[src/rtl/fetch_queue.sv]
// fetch_queue: instruction fetch address generator feeding a DEPTH-entry {pc, instr} queue
module fetch_queue #(
    parameter int XLEN = 32,
    parameter int ILEN = 32,
    parameter int DEPTH = 4,
    parameter logic [XLEN-1:0] RESET_PC = '0
) (
    input  logic                       clk,
    input  logic                       rst,
    input  logic                       exti_miss,
    input  logic [ILEN-1:0]            exti_data,
    output logic [XLEN-1:0]            exto_addr,
    output logic                       exto_req,
    input  logic                       redirect_valid,
    input  logic [XLEN-1:0]            redirect_pc,
    input  logic                       deq_ready,
    output logic                       deq_valid,
    output logic [XLEN-1:0]            deq_pc,
    output logic [ILEN-1:0]            deq_instr,
    output logic [$clog2(DEPTH+1)-1:0] count
);
    localparam int AW = $clog2(DEPTH);
    localparam int CW = $clog2(DEPTH+1);
    localparam logic [XLEN-1:0] INC = XLEN'(ILEN/8);
    localparam logic [XLEN-1:0] ALIGN = ~XLEN'(ILEN/8 - 1);
    logic [XLEN-1:0] fpc;
    logic [XLEN-1:0] pc_mem [DEPTH];
    logic [ILEN-1:0] instr_mem [DEPTH];
    logic [AW-1:0] head, tail;
    logic deq, enq;
    assign exto_addr = fpc;
    assign deq_valid = count != '0;
    assign deq = deq_valid & deq_ready;
    assign exto_req = ~rst & (count < CW'(DEPTH) | deq) & ~redirect_valid;
    assign enq = exto_req & ~exti_miss;
    assign deq_pc = pc_mem[head];
    assign deq_instr = instr_mem[head];
    // control state: redirect flushes everything left after this cycle's dequeue
    always_ff @(posedge clk or posedge rst) begin
        if (rst) begin
            fpc <= RESET_PC;
            head <= '0;
            tail <= '0;
            count <= '0;
        end else if (redirect_valid) begin
            fpc <= redirect_pc & ALIGN;
            head <= tail;
            count <= '0;
        end else begin
            if (deq) head <= head + AW'(1);
            if (enq) begin
                tail <= tail + AW'(1);
                fpc <= fpc + INC;
            end
            count <= count + CW'(enq) - CW'(deq);
        end
    end
    // queue storage, written only on enqueue and never reset
    always_ff @(posedge clk) begin
        if (enq) begin
            pc_mem[tail] <= fpc;
            instr_mem[tail] <= exti_data;
        end
    end
endmodule

[config.mk]
export PLATFORM = sky130hd
export DESIGN_NAME = fetch_queue
export DESIGN_NICKNAME = d
export VERILOG_FILES = /design/src/rtl/fetch_queue.sv
export SDC_FILE = /design/constraint.sdc
export NUM_CORES = 1
export LEC_CHECK = 0
export ABC_AREA = 1
export ABC_CLOCK_PERIOD_IN_PS = 3500
export CORE_ASPECT_RATIO = 1.25
export CORE_MARGIN = 2
export CORE_UTILIZATION = 43
export CTS_CLUSTER_SIZE = 40
export DETAILED_ROUTE_END_ITERATION = 16
export PLACE_DENSITY = 0.73
export SYNTH_ARGS = -nofsm -noshare
export SYNTH_HDL_FRONTEND = slang
export SYNTH_SLANG_ARGS = --single-unit
[constraint.sdc]
create_clock -name clk -period 3.5 [get_ports clk]
set_input_delay 0.525 -clock clk [delete_from_list [all_inputs] [get_ports clk]]
set_output_delay 0.525 -clock clk [all_outputs]
set_load 0.005 [all_outputs]
---- Yosys cells after proc, flatten, opt, wreduce, memory -nomap -nowiden ----
Memory sizes are Yosys's and may differ from the RTL's.
Cells that the tools add are included.
storage, ports and cells
  bits in writable memories ............... 256
  word-level logic and storage cells ...... 31
  bits in latches ......................... 0
  memory bits (read-only) ................. 0
  register bits after elaboration ......... 39
  output and inout port bits .............. 101
  memories kept ........................... 2
cells by class
  div/mod/pow operators ................... 0
  shifts and indexed selects .............. 0
  reduce and logical (&&, ||, !) cells .... 4
  multipliers ............................. 0
  magnitude comparators ................... 1
  equality and inequality tests ........... 0
  $add $sub $neg .......................... 5
  muxes and demuxes ....................... 7
  bitwise logic cells ..................... 8
memories
  name       words  width  read ports  clocked after Yosys merged registers in  write ports  RTL line  RTL
  instr_mem  4      32     1           0                                        1            28        logic [ILEN-1:0] instr_mem [DEPTH];
  pc_mem     4      32     1           0                                        1            27        logic [XLEN-1:0] pc_mem [DEPTH];
operators by type and width
  kind                                           number
  two-way mux 32 bit                             2
  adder 32 x 3 -> 32 bit, second input constant  1
  adder 2 x 1 -> 2 bit, second input constant    2
  bitwise AND 1 bit                              4
  two-way mux 2 bit                              2
  nonzero test 2 bit                             2
  adder 3 x 1 -> 3 bit                           1
  < comparator 3 bit, second input constant      1
  two-way mux 3 bit                              1
  inverter 1 bit                                 3
  nonzero test 3 bit                             1
  subtractor 3 x 1 -> 3 bit                      1
  two-way mux 1 bit                              2
  AND reduction 2 bit                            1
  OR 1 bit                                       1

---- Logic depth before layout (Yosys ltp) ----
  depth in word-level cells ............... 9
  gate-level depth with buffers ........... 13
  gate-level depth less buffers ........... 13

---- Least setup slack after synthesis ----
Ideal clock, no wire load.
  path type ............................... input port to flip-flop
  start ................................... input rst
  end ..................................... memory instr_mem[0][0], enable pin
  data arrival time ....................... 4.396 ns
  path slack .............................. -1.378 ns
  stages on the path ...................... 4
  path through ............................ inv_1 -> nand4_4 -> buf_2 -> nor2_1
between the ends
  word-level cells in the longest chain between the ends .. 6
ends and longest elaborated chain
  element                                  RTL line  RTL
  start, declared                          9         input logic rst,
  inverter 1 bit                           34        assign exto_req = ~rst & (count < CW'(DEPTH) | deq) & ~redirect_valid;
  bitwise AND 1 bit (2 in a row)           34
  bitwise AND 1 bit                        35        assign enq = exto_req & ~exti_miss;
  two-way mux 1 bit                        60        if (enq) begin
  two-way mux 1 bit (implied by the code)  62        instr_mem[tail] <= exti_data;
  end, declared                            28
Every way passes these cells.

---- Worst setup path after layout ----
  start ................................... register head[0]
  end ..................................... output deq_pc[24]
between the ends
  word-level cells in the longest chain between the ends .. 1
ends and longest elaborated chain
  element                 RTL line  RTL
  start, declared         29        logic [AW-1:0] head, tail;
  start signal, assigned  47        head <= tail;
  start signal, assigned  50        if (deq) head <= head + AW'(1);
  memory (4 x 32 bit)     --
  end, declared           18        output logic [XLEN-1:0] deq_pc,
Every way passes these cells.

==> results.sh <==
export IMPL_tightest_slew_ns=0.729
export IMPL_drt_initial_drc_count=442
export IMPL_clk_insertion_delay_late_ns=0.53
export IMPL_cap_violations=0
export IMPL_port_buffers=163
export IMPL_grt_max_degree=83
export IMPL_avgRoutedWirePerCell_um=17.5
export IMPL_cts_buffer_depth=3
export IMPL_antenna_cells=0
export IMPL_crit_slowest_cell="clkdlybuf4s50_1"
export IMPL_cts_max_level=1
export IMPL_grt_pass1_wl_um=42100
export IMPL_ff2ff_setup_slack_ns=1.31
export IMPL_syn_inst=1036
export IMPL_r2r_end="count[2]$_DFF_PP0_"
export IMPL_end_kind="output port"
export IMPL_cts_buffers=27
export IMPL_fill_cells=2314
export IMPL_cts_resized=0
export IMPL_synth_area_per_cell_um2=11.5
export IMPL_io_pins=170
export IMPL_core_region_area_um2=27500
export IMPL_synthDistinctLibCells=36
export IMPL_drive_gt1_share_pct=7.57
export IMPL_cts_num_sinks=285
export IMPL_worstPathArrival_ns=2.64
export IMPL_area_growth_pct=24.5
export IMPL_crit_type="flip-flop to output port"
export IMPL_path_cells="buf_4 > o21ai_0 > o22ai_1 > clkdlybuf4s50_1"
export IMPL_finalNonFillerCells=1565
export IMPL_synth_yosys_warnings=0
export IMPL_seq_area_um2=8380
export IMPL_r2r_cells=9
export IMPL_p_leak_nw=5.34
export IMPL_num_rows=68
export IMPL_ys_ff_latch=285
export IMPL_ir_worst_vdd_uv=349
export IMPL_grt_pass1_vias=8030
export IMPL_fin_crit_ns=3.16
export IMPL_setup_viol=0
export IMPL_gp_congestion=0.838
export IMPL_startpoint_type="flip-flop"
export IMPL_postCtsSetupBuffers=0
export IMPL_antenna_found_initial=0
export IMPL_slew_headroom_pct=51.4
export IMPL_maxSlewViolCount=0
export IMPL_status="finished clean"
export IMPL_cts_tree="done"
export IMPL_async_flop_share_pct=13.0
export IMPL_required_ns=2.97
export IMPL_rsz0062_at_grt="no"
export IMPL_drc=0
export IMPL_fmaxAchievable_ghz=0.316
export IMPL_fin_tns_setup_ns=0
export IMPL_hold_viol=0
export IMPL_path_delay_family="buffers and inverters"
export IMPL_place_hpwl_um=16900
export IMPL_dr_pass1_iters=5
export IMPL_num_vias=8196
export IMPL_synthesis_area_um2=11900
export IMPL_gr_total_overflow=0
export IMPL_multi_input_area_um2=3090
export IMPL_nNetsFinal=1272
export IMPL_dp_cells=1516
export IMPL_synth_edf_count=248
export IMPL_hp_class="input pin to async pin"
export IMPL_crit_path_max_fanout=67
export IMPL_start_util_pct=43.4
export IMPL_grt_usage_pct=18.4
export IMPL_ant_nets=0
export IMPL_synthFlopType="edfxtp_1"
export IMPL_path_buf_inv=2
export IMPL_die_x_um=153
export IMPL_drt_total_wl_um=27500
export IMPL_ctsHoldBuffers=0
export IMPL_dieArea_um2=29100
export IMPL_skew_ns=0.0157
export IMPL_clockRootBuffer="clkbuf_16"
export IMPL_clk_pin_slew_ns=0.06
export IMPL_timing_final_crit_share_pct=90.3
export IMPL_reg2reg_from="count[2]$_DFF_PP0_"
export IMPL_via_per_inst=5.24
export IMPL_die_y_um=190
export IMPL_crit_path_max_incr_delay_ns=0.57
export IMPL_powerDensity_nw_per_um2=701
export IMPL_yosysSeqAreaShare_pct=70.2
-- area by class of cell --
cell class,count,area share (%)
Inverter,66,1.70
Clock inverter,12,0.825
Tap cell,350,2.95
Sequential cell,285,56.4
Clock buffer,37,5.07
Timing Repair Buffer,180,12.3
Multi-Input combinational cell,635,20.8
-- layout by cell type, fill, tap and decap left out, types with 3 or more instances in the layout --
| cell type | netlist | final |
|---|---|---|
| dfrtp_1 | 37 | 35 |
| buf_4 | 8 | 12 |
| nor2_1 | 169 | 165 |
| o211ai_1 | 6 | 6 |
| clkinv_2 | 0 | 3 |
| edfxtp_1 | 248 | 248 |
| nor2_4 | 3 | 7 |
| clkbuf_8 | 0 | 4 |
| clkbuf_16 | 0 | 27 |
| o22ai_1 | 62 | 62 |
| clkbuf_1 | 32 | 6 |
| nand2_1 | 172 | 172 |
| xor2_1 | 7 | 7 |
| nand3_1 | 26 | 26 |
| conb_1 | 1 | 4 |
| inv_1 | 60 | 60 |
| a21oi_1 | 3 | 3 |
| inv_2 | 4 | 4 |
| nor2_2 | 6 | 6 |
| o21ai_0 | 145 | 145 |
| buf_12 | 0 | 5 |
| clkdlybuf4s50_1 | 0 | 163 |
| nand2_4 | 3 | 3 |
| clkinvlp_4 | 0 | 3 |
| nand2_2 | 5 | 5 |
| nor3_1 | 4 | 4 |
| ha_1 | 7 | 7 |
-- registers in the layout, summed over array words and instances, names as in the netlist --
name,count
instr_mem,128
exto_addr,30
pc_mem,120
head,2
count,3
tail,2
-- power breakdown --
group / internal [mW] / leakage, nW / switching (mW)
Clock: 1.66 / 0.421 / 1.20
Sequential: 3.97 / 2.69 / 0.195
Combinational: 1.58 / 2.23 / 1.81
-- per-layer routing --
metal	wire length, µm	GRT usage, %	up-vias
met3	1660	2.55	46
met2	13700	33.0	290
met4	637	5.91	0
met5	0	0	-
li1	-	-	3924
met1	11500	23.3	3936
-- stage by stage --
stage / worst slack [ns] / power [mW] / utilization, % / hold slack [ns] / area, µm²
4_1_cts: 0.315 / 10.5 / 54.1 / 0.524 / 14900
3_5_place_dp: 0.679 / 7.67 / 50.9 / 0.576 / 14000
6_report: 0.338 / 10.4 / 54.1 / 0.523 / 14900
3_3_place_gp: 0.670 / 7.59 / 50.9 / 0.575 / 14000
5_1_grt: 0.219 / 11.0 / 54.1 / 0.566 / 14900
2_1_floorplan: -0.347 / 5.83 / - / 0.533 / 12000
-- how the worst max path moves through the flow --
stage                     depth (start not counted)                start                        end  slack [ns]
after CTS                                         5  head[1]$_DFFE_PP0P_              deq_instr[26]        0.31
after global placement                           11            deq_ready         count[2]$_DFF_PP0_        0.67
after detailed placement                         11            deq_ready         count[2]$_DFF_PP0_        0.68
final                                             4  head[0]$_DFFE_PP0P_                 deq_pc[24]        0.34
after floorplan                                   4                  rst  instr_mem[0][0]$_DFFE_PP_       -0.35
after global routing                              4  head[0]$_DFFE_PP0P_                 deq_pc[23]        0.22
-- kinds of logic after synthesis --
logic type / synth area share, %
AO/OA/AOI/OAI: 9.90
XOR/XNOR: 0.797
adder cells (fa/ha/maj): 0.902
buffers and inverters: 4.25
flip-flops: 70.2
other: 0.0314
AND/OR/NAND/NOR: 13.9
-- synthesized netlist by cell type (5+ instances only) --
cell	number	area, µm²
dfrtp_1	37	926
buf_4	8	60.1
o211ai_1	6	45.0
ha_1	7	87.6
nor2_2	6	37.5
clkbuf_1	32	120
nand3_1	26	130
buf_2	10	50.1
inv_1	60	225
nand2_1	172	646
xor2_1	7	61.3
nor2_1	169	634
edfxtp_1	248	7450
o22ai_1	62	388
o21ai_0	145	726
nand2_2	5	31.3
-- worst register-to-register path, stage by stage (launching register included) --
cell and delay, ns:
dfrtp_1 0.42, nand2_1 0.14, nand4_4 0.28, ha_1 0.38, inv_1 0.06, ha_1 0.14
inv_1 0.05, fa_1 0.36, and3_1 0.17, nor3_1 0.11
(Power assumes the default switching activity.)
